## config.mk

```make
export PLATFORM = sky130hd
export DESIGN_NAME = inst_fetch_ctrl_flat
export DESIGN_NICKNAME = d
export VERILOG_FILES = /design/src/rtl/inst_fetch_ctrl_pkg.sv /design/src/rtl/inst_fetch_ctrl_if.sv /design/src/rtl/inst_fetch_ctrl.sv /design/src/flat_wrapper.sv
export SDC_FILE = /design/constraint.sdc
export NUM_CORES = 1
export LEC_CHECK = 0
export BUFFER_PORTS_ARGS = -buffer_cell sky130_fd_sc_hd__clkbuf_2
export CORE_MARGIN = 3
export CORE_UTILIZATION = 52
export CTS_CLUSTER_SIZE = 14
export DETAILED_ROUTE_END_ITERATION = 10
export PLACE_DENSITY = 0.85
export SLEW_MARGIN = 20
export SYNTH_ARGS = -nofsm -noshare
export SYNTH_HDL_FRONTEND = slang
export SYNTH_SLANG_ARGS = --single-unit
```

## constraint.sdc

```tcl
create_clock -name clk -period 3.2 [get_ports clk]
set_input_delay 0.32 -clock clk [delete_from_list [all_inputs] [get_ports clk]]
set_output_delay 0.32 -clock clk [all_outputs]
set_load 0.05 [all_outputs]
```

## src/rtl/inst_fetch_ctrl_pkg.sv

```systemverilog
`default_nettype none
// =============================================================================
// Module      : inst_fetch_ctrl_pkg
// Description : Shared definitions for the instruction fetch controller.
//               Default data/address width, default reset PC and the
//               fetch FSM state encoding.
// Revision    : 1.0 - initial release
// =============================================================================
package inst_fetch_ctrl_pkg;

    localparam int unsigned XLEN_DEFAULT     = 32;
    localparam logic [31:0] RESET_PC_DEFAULT = 32'h0000_0000;

    // Fetch FSM encoding (3 bits, five states)
    localparam logic [2:0] ST_IDLE = 3'd0;
    localparam logic [2:0] ST_REQ  = 3'd1;
    localparam logic [2:0] ST_WAIT = 3'd2;
    localparam logic [2:0] ST_HOLD = 3'd3;
    localparam logic [2:0] ST_DROP = 3'd4;

    typedef enum logic [2:0] {
        S_IDLE = ST_IDLE,
        S_REQ  = ST_REQ,
        S_WAIT = ST_WAIT,
        S_HOLD = ST_HOLD,
        S_DROP = ST_DROP
    } fetch_state_t;

endpackage : inst_fetch_ctrl_pkg
`default_nettype wire

```

## src/rtl/inst_fetch_ctrl_if.sv

```systemverilog
`default_nettype none
// =============================================================================
// Module      : inst_fetch_ctrl_if
// Description : Bundle of the fetch controller's bus signals.
//               redirect_valid/redirect_pc : next-PC override from PC calc
//               mem_cen/mem_wen/mem_addr   : I-mem request (word address)
//               mem_rdata/mem_stall        : I-mem response
//               inst_valid/inst/inst_pc    : fetched instruction to decode
//               inst_ready                 : decode accepts this cycle
//               master = fetch controller, slave = its environment.
// Revision    : 1.0 - initial release
// =============================================================================
interface inst_fetch_ctrl_if #(
    parameter int unsigned XLEN = 32
);
    logic            redirect_valid;
    logic [XLEN-1:0] redirect_pc;
    logic            mem_cen;
    logic            mem_wen;
    logic [XLEN-3:0] mem_addr;
    logic [XLEN-1:0] mem_rdata;
    logic            mem_stall;
    logic            inst_valid;
    logic            inst_ready;
    logic [XLEN-1:0] inst;
    logic [XLEN-1:0] inst_pc;

    modport master (
        input  redirect_valid, redirect_pc,
        output mem_cen, mem_wen, mem_addr,
        input  mem_rdata, mem_stall,
        output inst_valid, inst, inst_pc,
        input  inst_ready
    );

    modport slave (
        output redirect_valid, redirect_pc,
        input  mem_cen, mem_wen, mem_addr,
        output mem_rdata, mem_stall,
        input  inst_valid, inst, inst_pc,
        output inst_ready
    );

endinterface : inst_fetch_ctrl_if
`default_nettype wire

```

## src/rtl/inst_fetch_ctrl.sv

```systemverilog
`default_nettype none
// =============================================================================
// Module      : inst_fetch_ctrl
// Description : Instruction fetch controller. Owns the architectural PC,
//               issues single-beat I-mem reads, waits out stalls and
//               presents the fetched word plus its PC to decode through a
//               valid/ready handshake. Redirects override the PC at any
//               point; an in-flight read is drained and discarded.
// Ports       : clk  - core clock (rising edge)
//               rst  - synchronous active-high reset
//               bus  - inst_fetch_ctrl_if.master (redirect, I-mem, decode)
// Revision    : 1.0 - initial release
// =============================================================================
module inst_fetch_ctrl
    import inst_fetch_ctrl_pkg::*;
#(
    parameter int unsigned     XLEN     = XLEN_DEFAULT,
    parameter logic [XLEN-1:0] RESET_PC = XLEN'(RESET_PC_DEFAULT)
) (
    input  wire                   clk,
    input  wire                   rst,
    inst_fetch_ctrl_if.master     bus
);

    localparam logic [XLEN-1:0] C_PC_STEP    = XLEN'(4);
    localparam logic [XLEN-1:0] C_ALIGN_MASK = ~XLEN'(3);

    fetch_state_t    r_state;
    fetch_state_t    w_state_nxt;
    logic [XLEN-1:0] r_pc;
    logic [XLEN-1:0] w_pc_nxt;
    logic            r_inst_valid;
    logic            w_inst_valid_nxt;
    logic [XLEN-1:0] r_inst;
    logic [XLEN-1:0] r_inst_pc;
    logic            w_capture;
    logic [XLEN-1:0] w_redirect_aligned;

    assign w_redirect_aligned = bus.redirect_pc & C_ALIGN_MASK;

    // -------------------------------------------------------------------------
    // State register
    // -------------------------------------------------------------------------
    always_ff @(posedge clk) begin
        if (rst) begin
            r_state <= S_IDLE;
        end else begin
            r_state <= w_state_nxt;
        end
    end

    // -------------------------------------------------------------------------
    // PC register and instruction buffer
    // -------------------------------------------------------------------------
    always_ff @(posedge clk) begin
        if (rst) begin
            r_pc         <= RESET_PC;
            r_inst_valid <= 1'b0;
            r_inst       <= '0;
            r_inst_pc    <= '0;
        end else begin
            r_pc         <= w_pc_nxt;
            r_inst_valid <= w_inst_valid_nxt;
            if (w_capture) begin
                r_inst    <= bus.mem_rdata;
                r_inst_pc <= r_pc;
            end
        end
    end

    // -------------------------------------------------------------------------
    // Next-state / next-PC logic
    // -------------------------------------------------------------------------
    always_comb begin
        w_state_nxt      = r_state;
        w_pc_nxt         = r_pc;
        w_inst_valid_nxt = r_inst_valid;
        w_capture        = 1'b0;

        case (r_state)
            S_IDLE: w_state_nxt = S_REQ;
            S_REQ:  w_state_nxt = S_WAIT;
            S_WAIT: begin
                if (!bus.mem_stall) begin
                    w_capture        = 1'b1;
                    w_inst_valid_nxt = 1'b1;
                    w_state_nxt      = S_HOLD;
                end
            end
            S_HOLD: begin
                if (bus.inst_ready) begin
                    w_pc_nxt         = r_pc + C_PC_STEP;  // wraps modulo 2^XLEN
                    w_inst_valid_nxt = 1'b0;
                    w_state_nxt      = S_REQ;
                end
            end
            S_DROP: begin
                if (!bus.mem_stall) begin
                    w_state_nxt = S_REQ;
                end
            end
            default: w_state_nxt = S_IDLE;
        endcase

        // A redirect overrides everything above. Any buffered or in-flight
        // instruction is discarded; a read still in progress must be drained
        // in DROP so that only one request is ever outstanding. A response
        // that completes in the redirect cycle itself has already drained,
        // so the FSM can go straight to REQ (from WAIT or DROP alike).
        if (bus.redirect_valid) begin
            w_pc_nxt         = w_redirect_aligned;
            w_capture        = 1'b0;
            w_inst_valid_nxt = 1'b0;
            case (r_state)
                S_REQ:   w_state_nxt = S_DROP;
                S_WAIT:  w_state_nxt = bus.mem_stall ? S_DROP : S_REQ;
                S_DROP:  w_state_nxt = bus.mem_stall ? S_DROP : S_REQ;
                default: w_state_nxt = S_REQ;
            endcase
        end
    end

    // -------------------------------------------------------------------------
    // Outputs
    // -------------------------------------------------------------------------
    assign bus.mem_cen    = (r_state == S_REQ);
    assign bus.mem_wen    = 1'b0;
    assign bus.mem_addr   = r_pc[XLEN-1:2];
    assign bus.inst_valid = r_inst_valid;
    assign bus.inst       = r_inst;
    assign bus.inst_pc    = r_inst_pc;

endmodule : inst_fetch_ctrl
`default_nettype wire

```

## src/flat_wrapper.sv

```systemverilog
// flat-port wrapper written by rule: the top's interface ports become plain ports
module inst_fetch_ctrl_flat import inst_fetch_ctrl_pkg::*;
#(
    parameter int unsigned     XLEN     = XLEN_DEFAULT,
    parameter logic [XLEN-1:0] RESET_PC = XLEN'(RESET_PC_DEFAULT)
)
  (clk, rst, bus_redirect_valid, bus_redirect_pc, bus_mem_cen, bus_mem_wen, bus_mem_addr, bus_mem_rdata, bus_mem_stall, bus_inst_valid, bus_inst, bus_inst_pc, bus_inst_ready);
  inst_fetch_ctrl_if #(.XLEN(XLEN)) bus_i ();
  input  wire clk;
  input  wire rst;
  input wire logic [$bits(bus_i.redirect_valid)-1:0] bus_redirect_valid;
  input wire logic [$bits(bus_i.redirect_pc)-1:0] bus_redirect_pc;
  output wire logic [$bits(bus_i.mem_cen)-1:0] bus_mem_cen;
  output wire logic [$bits(bus_i.mem_wen)-1:0] bus_mem_wen;
  output wire logic [$bits(bus_i.mem_addr)-1:0] bus_mem_addr;
  input wire logic [$bits(bus_i.mem_rdata)-1:0] bus_mem_rdata;
  input wire logic [$bits(bus_i.mem_stall)-1:0] bus_mem_stall;
  output wire logic [$bits(bus_i.inst_valid)-1:0] bus_inst_valid;
  output wire logic [$bits(bus_i.inst)-1:0] bus_inst;
  output wire logic [$bits(bus_i.inst_pc)-1:0] bus_inst_pc;
  input wire logic [$bits(bus_i.inst_ready)-1:0] bus_inst_ready;
  assign bus_i.redirect_valid = bus_redirect_valid;
  assign bus_i.redirect_pc = bus_redirect_pc;
  assign bus_mem_cen = bus_i.mem_cen;
  assign bus_mem_wen = bus_i.mem_wen;
  assign bus_mem_addr = bus_i.mem_addr;
  assign bus_i.mem_rdata = bus_mem_rdata;
  assign bus_i.mem_stall = bus_mem_stall;
  assign bus_inst_valid = bus_i.inst_valid;
  assign bus_inst = bus_i.inst;
  assign bus_inst_pc = bus_i.inst_pc;
  assign bus_i.inst_ready = bus_inst_ready;
  inst_fetch_ctrl #(.XLEN(XLEN), .RESET_PC(RESET_PC)) u_core (.clk(clk), .rst(rst), .bus(bus_i));
endmodule
```

==> impl_metrics.csv <==
group,metric,value,unit
run_status,outcome,"finished clean",
global_route,grt_pass1_vias,3946,
floorplanning,die_h,95.8,um
flow_run,cap_violations,0,
clock_tree,insertion_delay,0.37,ns
clock_tree,clkTransAtPathRegs,0.10,ns
route,ant_nets,0,
floorplanning,die_area,9190,um2
synth,synth.avg_cell_area,7.72,um2
route,routed_wl,11.6,mm
synth,yosysUniqueCellTypes,43,
synth,async_flop_share,0,%
sta,fmax,0.394,GHz
layout,area_delta_synth_final,24.1,%
global_route,grt_util_all_layers,25.0,%
floorplanning,coreArea,7770,um2
sta,worstMarginPinSlew,1.06,ns
clock_tree,ctsResizeCount,0,
layout,layout-drive-gt1-share,27.7,%
clock_tree,numCtsBuffers,9,
floorplanning,dieWidth,95.8,um
synth,netlist.area_leader.share,45.8,%
layout,final_cell_mix,"clkbuf_2, nand2_1, dfxtp_1",
synth,ys.flop_type,"dfxtp_1",
floorplanning,io_pins,166,
route,vias_per_cell,5.57,
placement,pre_cts_ws,0.733,ns
route,first_pass_iters,4,
worst_setup_path,end_kind,"flop",
pwr,ir_drop,0.244,mV
clock_tree,clock_path_buffers,2,
synth,ys_seq_area_share,45.8,%
route,remaining_drc_errors,0,
sta,worst_slack,0.664,ns
hold_path,hp-class,"in2reg",
layout,antenna_cells,0,
layout,multiInputGateArea,2060,um2
route,drt-initial-drc-count,205,
sta,whs,0.157,ns
layout,fillers,699,
synth,synthCells,544,
clock_tree,cts.hold.buffers_added,0,
sta,relSlewSlack,29.4,%
synth,synth_edf_count,0,
route,vias,4366,
sta,rsz0062_at_grt,"false",
clock_tree,cts_root_buf,"clkbuf_8",
layout,regArea,1920,um2
pwr,leakagePower,2.08,nW
worst_setup_path,crit_required,3.44,ns
worst_setup_path,crit_fanout,15,
global_route,grt_max_degree,104,
placement,hpwlAfterDp,8.10,mm
global_route,grt_pass1_wl,18.4,mm
layout,num-nets-final,747,
placement,gp_congestion,0.837,
synth,ys_ff_latch,96,
clock_tree,postCtsSetupRepairBufs,0,
placement,port_buffers,160,
synth,ys.warnings.count,0,
pwr,powerDensity,468,nW/um2
clock_tree,htree_levels,3,
sta,setup_viol,0,
worst_setup_path,crit_path_start_kind,"flop",
floorplanning,start_util,54.0,%
clock_tree,cts_tree,"built",
clock_tree,cts.sinks,96,
global_route,gr-total-overflow,0,
global_route,antenna_found_initial,0,
sta,hold_viol,0,
layout,final_common_cell,"clkbuf_2",
synth,netlist_area,4200,um2
sta,drv_slew,0,
floorplanning,rows,32,
route,drt-wirelength-per-cell,14.9,um
sta,fin_worst_skew,0.0138,ns
synth,synth_top_cell_by_area,"dfxtp_1",
sta,timing.final.crit_period,2.54,ns
sta,finalCritPeriodShare,79.2,%
sta,setup_tns,0,ns
worst_setup_path,crit_type,"reg2reg",
worst_setup_path,worst-endpoint-arrival,2.77,ns
synth,synthTopCellsByArea,"dfxtp_1, nand2_1, a21oi_1",
metrics by stage:
step | power, mW | std cells | cell area, um2 | util (%)
final | 2.44 | 784 | 5210 | 67.1
after floorplan | 1.54 | 546 | 4210 | -
after CTS | 2.45 | 784 | 5210 | 67.1
after detailed placement | 1.64 | 768 | 5010 | 64.4
after global placement | 1.63 | 768 | 5010 | 64.4
after global routing | 2.52 | 784 | 5210 | 67.1
registers in the layout, summed over array words and instances, names as in the netlist:
| name | count |
|---|---|
| u_core.r_state | 3 |
| u_core.bus.inst_valid | 1 |
| u_core.r_pc | 30 |
| u_core.bus.inst_pc | 30 |
| u_core.bus.inst | 32 |
cells in the mapped netlist (2+ instances only):
| library cell | count |
|---|---|
| nand2_1 | 144 |
| o211ai_1 | 2 |
| o21ai_0 | 10 |
| a211oi_1 | 9 |
| nor2b_1 | 3 |
| nor4_1 | 7 |
| buf_2 | 3 |
| xnor2_1 | 5 |
| a311oi_1 | 11 |
| a221oi_1 | 3 |
| nor2_1 | 30 |
| a21oi_1 | 69 |
| or2_2 | 2 |
| buf_1 | 2 |
| buf_4 | 3 |
| and4_1 | 8 |
| xor2_1 | 3 |
| or3_1 | 9 |
| a21o_1 | 3 |
| and2_1 | 3 |
| nand4_1 | 12 |
| nor3b_1 | 3 |
| and3_1 | 2 |
| or4_1 | 8 |
| nand3_1 | 17 |
| clkbuf_1 | 39 |
| nand3b_1 | 2 |
| nor3_1 | 6 |
| a2111oi_0 | 7 |
| inv_1 | 10 |
| dfxtp_1 | 96 |
| o31ai_1 | 2 |
cell families (layout without fill, tap and decap cells):
| group | count (synthesis) | in the layout | synth area share [%] |
|---|---|---|---|
| AOI/OAI and AO/OA | 120 | 120 | 17.4 |
| DFF | 96 | 96 | 45.8 |
| other | 1 | 3 | 0.0893 |
| adders and majority gates | 1 | 1 | 0.298 |
| buffers and inverters | 58 | 194 | 5.57 |
| and+or+nand+nor | 260 | 260 | 29.2 |
| xor gates and xnor gates | 8 | 8 | 1.67 |
cell type report:
type | count | share of cell area, %
Multi-Input combinational cell | 392 | 39.5
Sequential cell | 96 | 36.9
Timing Repair Buffer | 168 | 16.6
Tap cell | 102 | 2.45
Clock buffer | 9 | 2.38
Clock inverter | 7 | 1.51
Inverter | 10 | 0.721
worst max-delay path, stage by stage (launching register included):
cell,delay (ns)
dfxtp_1,0.53
nand4b_1,0.56
nor4_1,0.59
buf_4,0.23
a311oi_1,0.10
a2111oi_0,0.39
routing by layer:
metal | global-route usage (%) | vias up | share of wire (%)
li1 | - | 2160 | -
met1 | 31.1 | 2019 | 42
met2 | 41.7 | 163 | 48
met3 | 5.16 | 24 | 7.7
met4 | 10.7 | 0 | 2.2
met5 | 0 | - | 0
final timing paths:
kind / start / end / slack, ns / cells past startpoint
max: u_core.r_state[1] / u_core.r_pc[23] / 0.66 / 5
min reg2reg: u_core.bus.inst_pc[27] / u_core.bus.inst_pc[27] / 0.46 / 2
min: bus_mem_rdata[10] / u_core.bus.inst[10] / 0.16 / 3
max reg2reg: u_core.r_state[1] / u_core.r_pc[23] / 0.66 / 5
report_power, final:
| group | switching, mW | total [mW] | internal [mW] |
|---|---|---|---|
| combinational | 0.231 | 0.326 | 0.0947 |
| clock | 0.451 | 0.822 | 0.371 |
| sequential | 0.0595 | 1.29 | 1.23 |
Power figures use the tool's default switching activity.
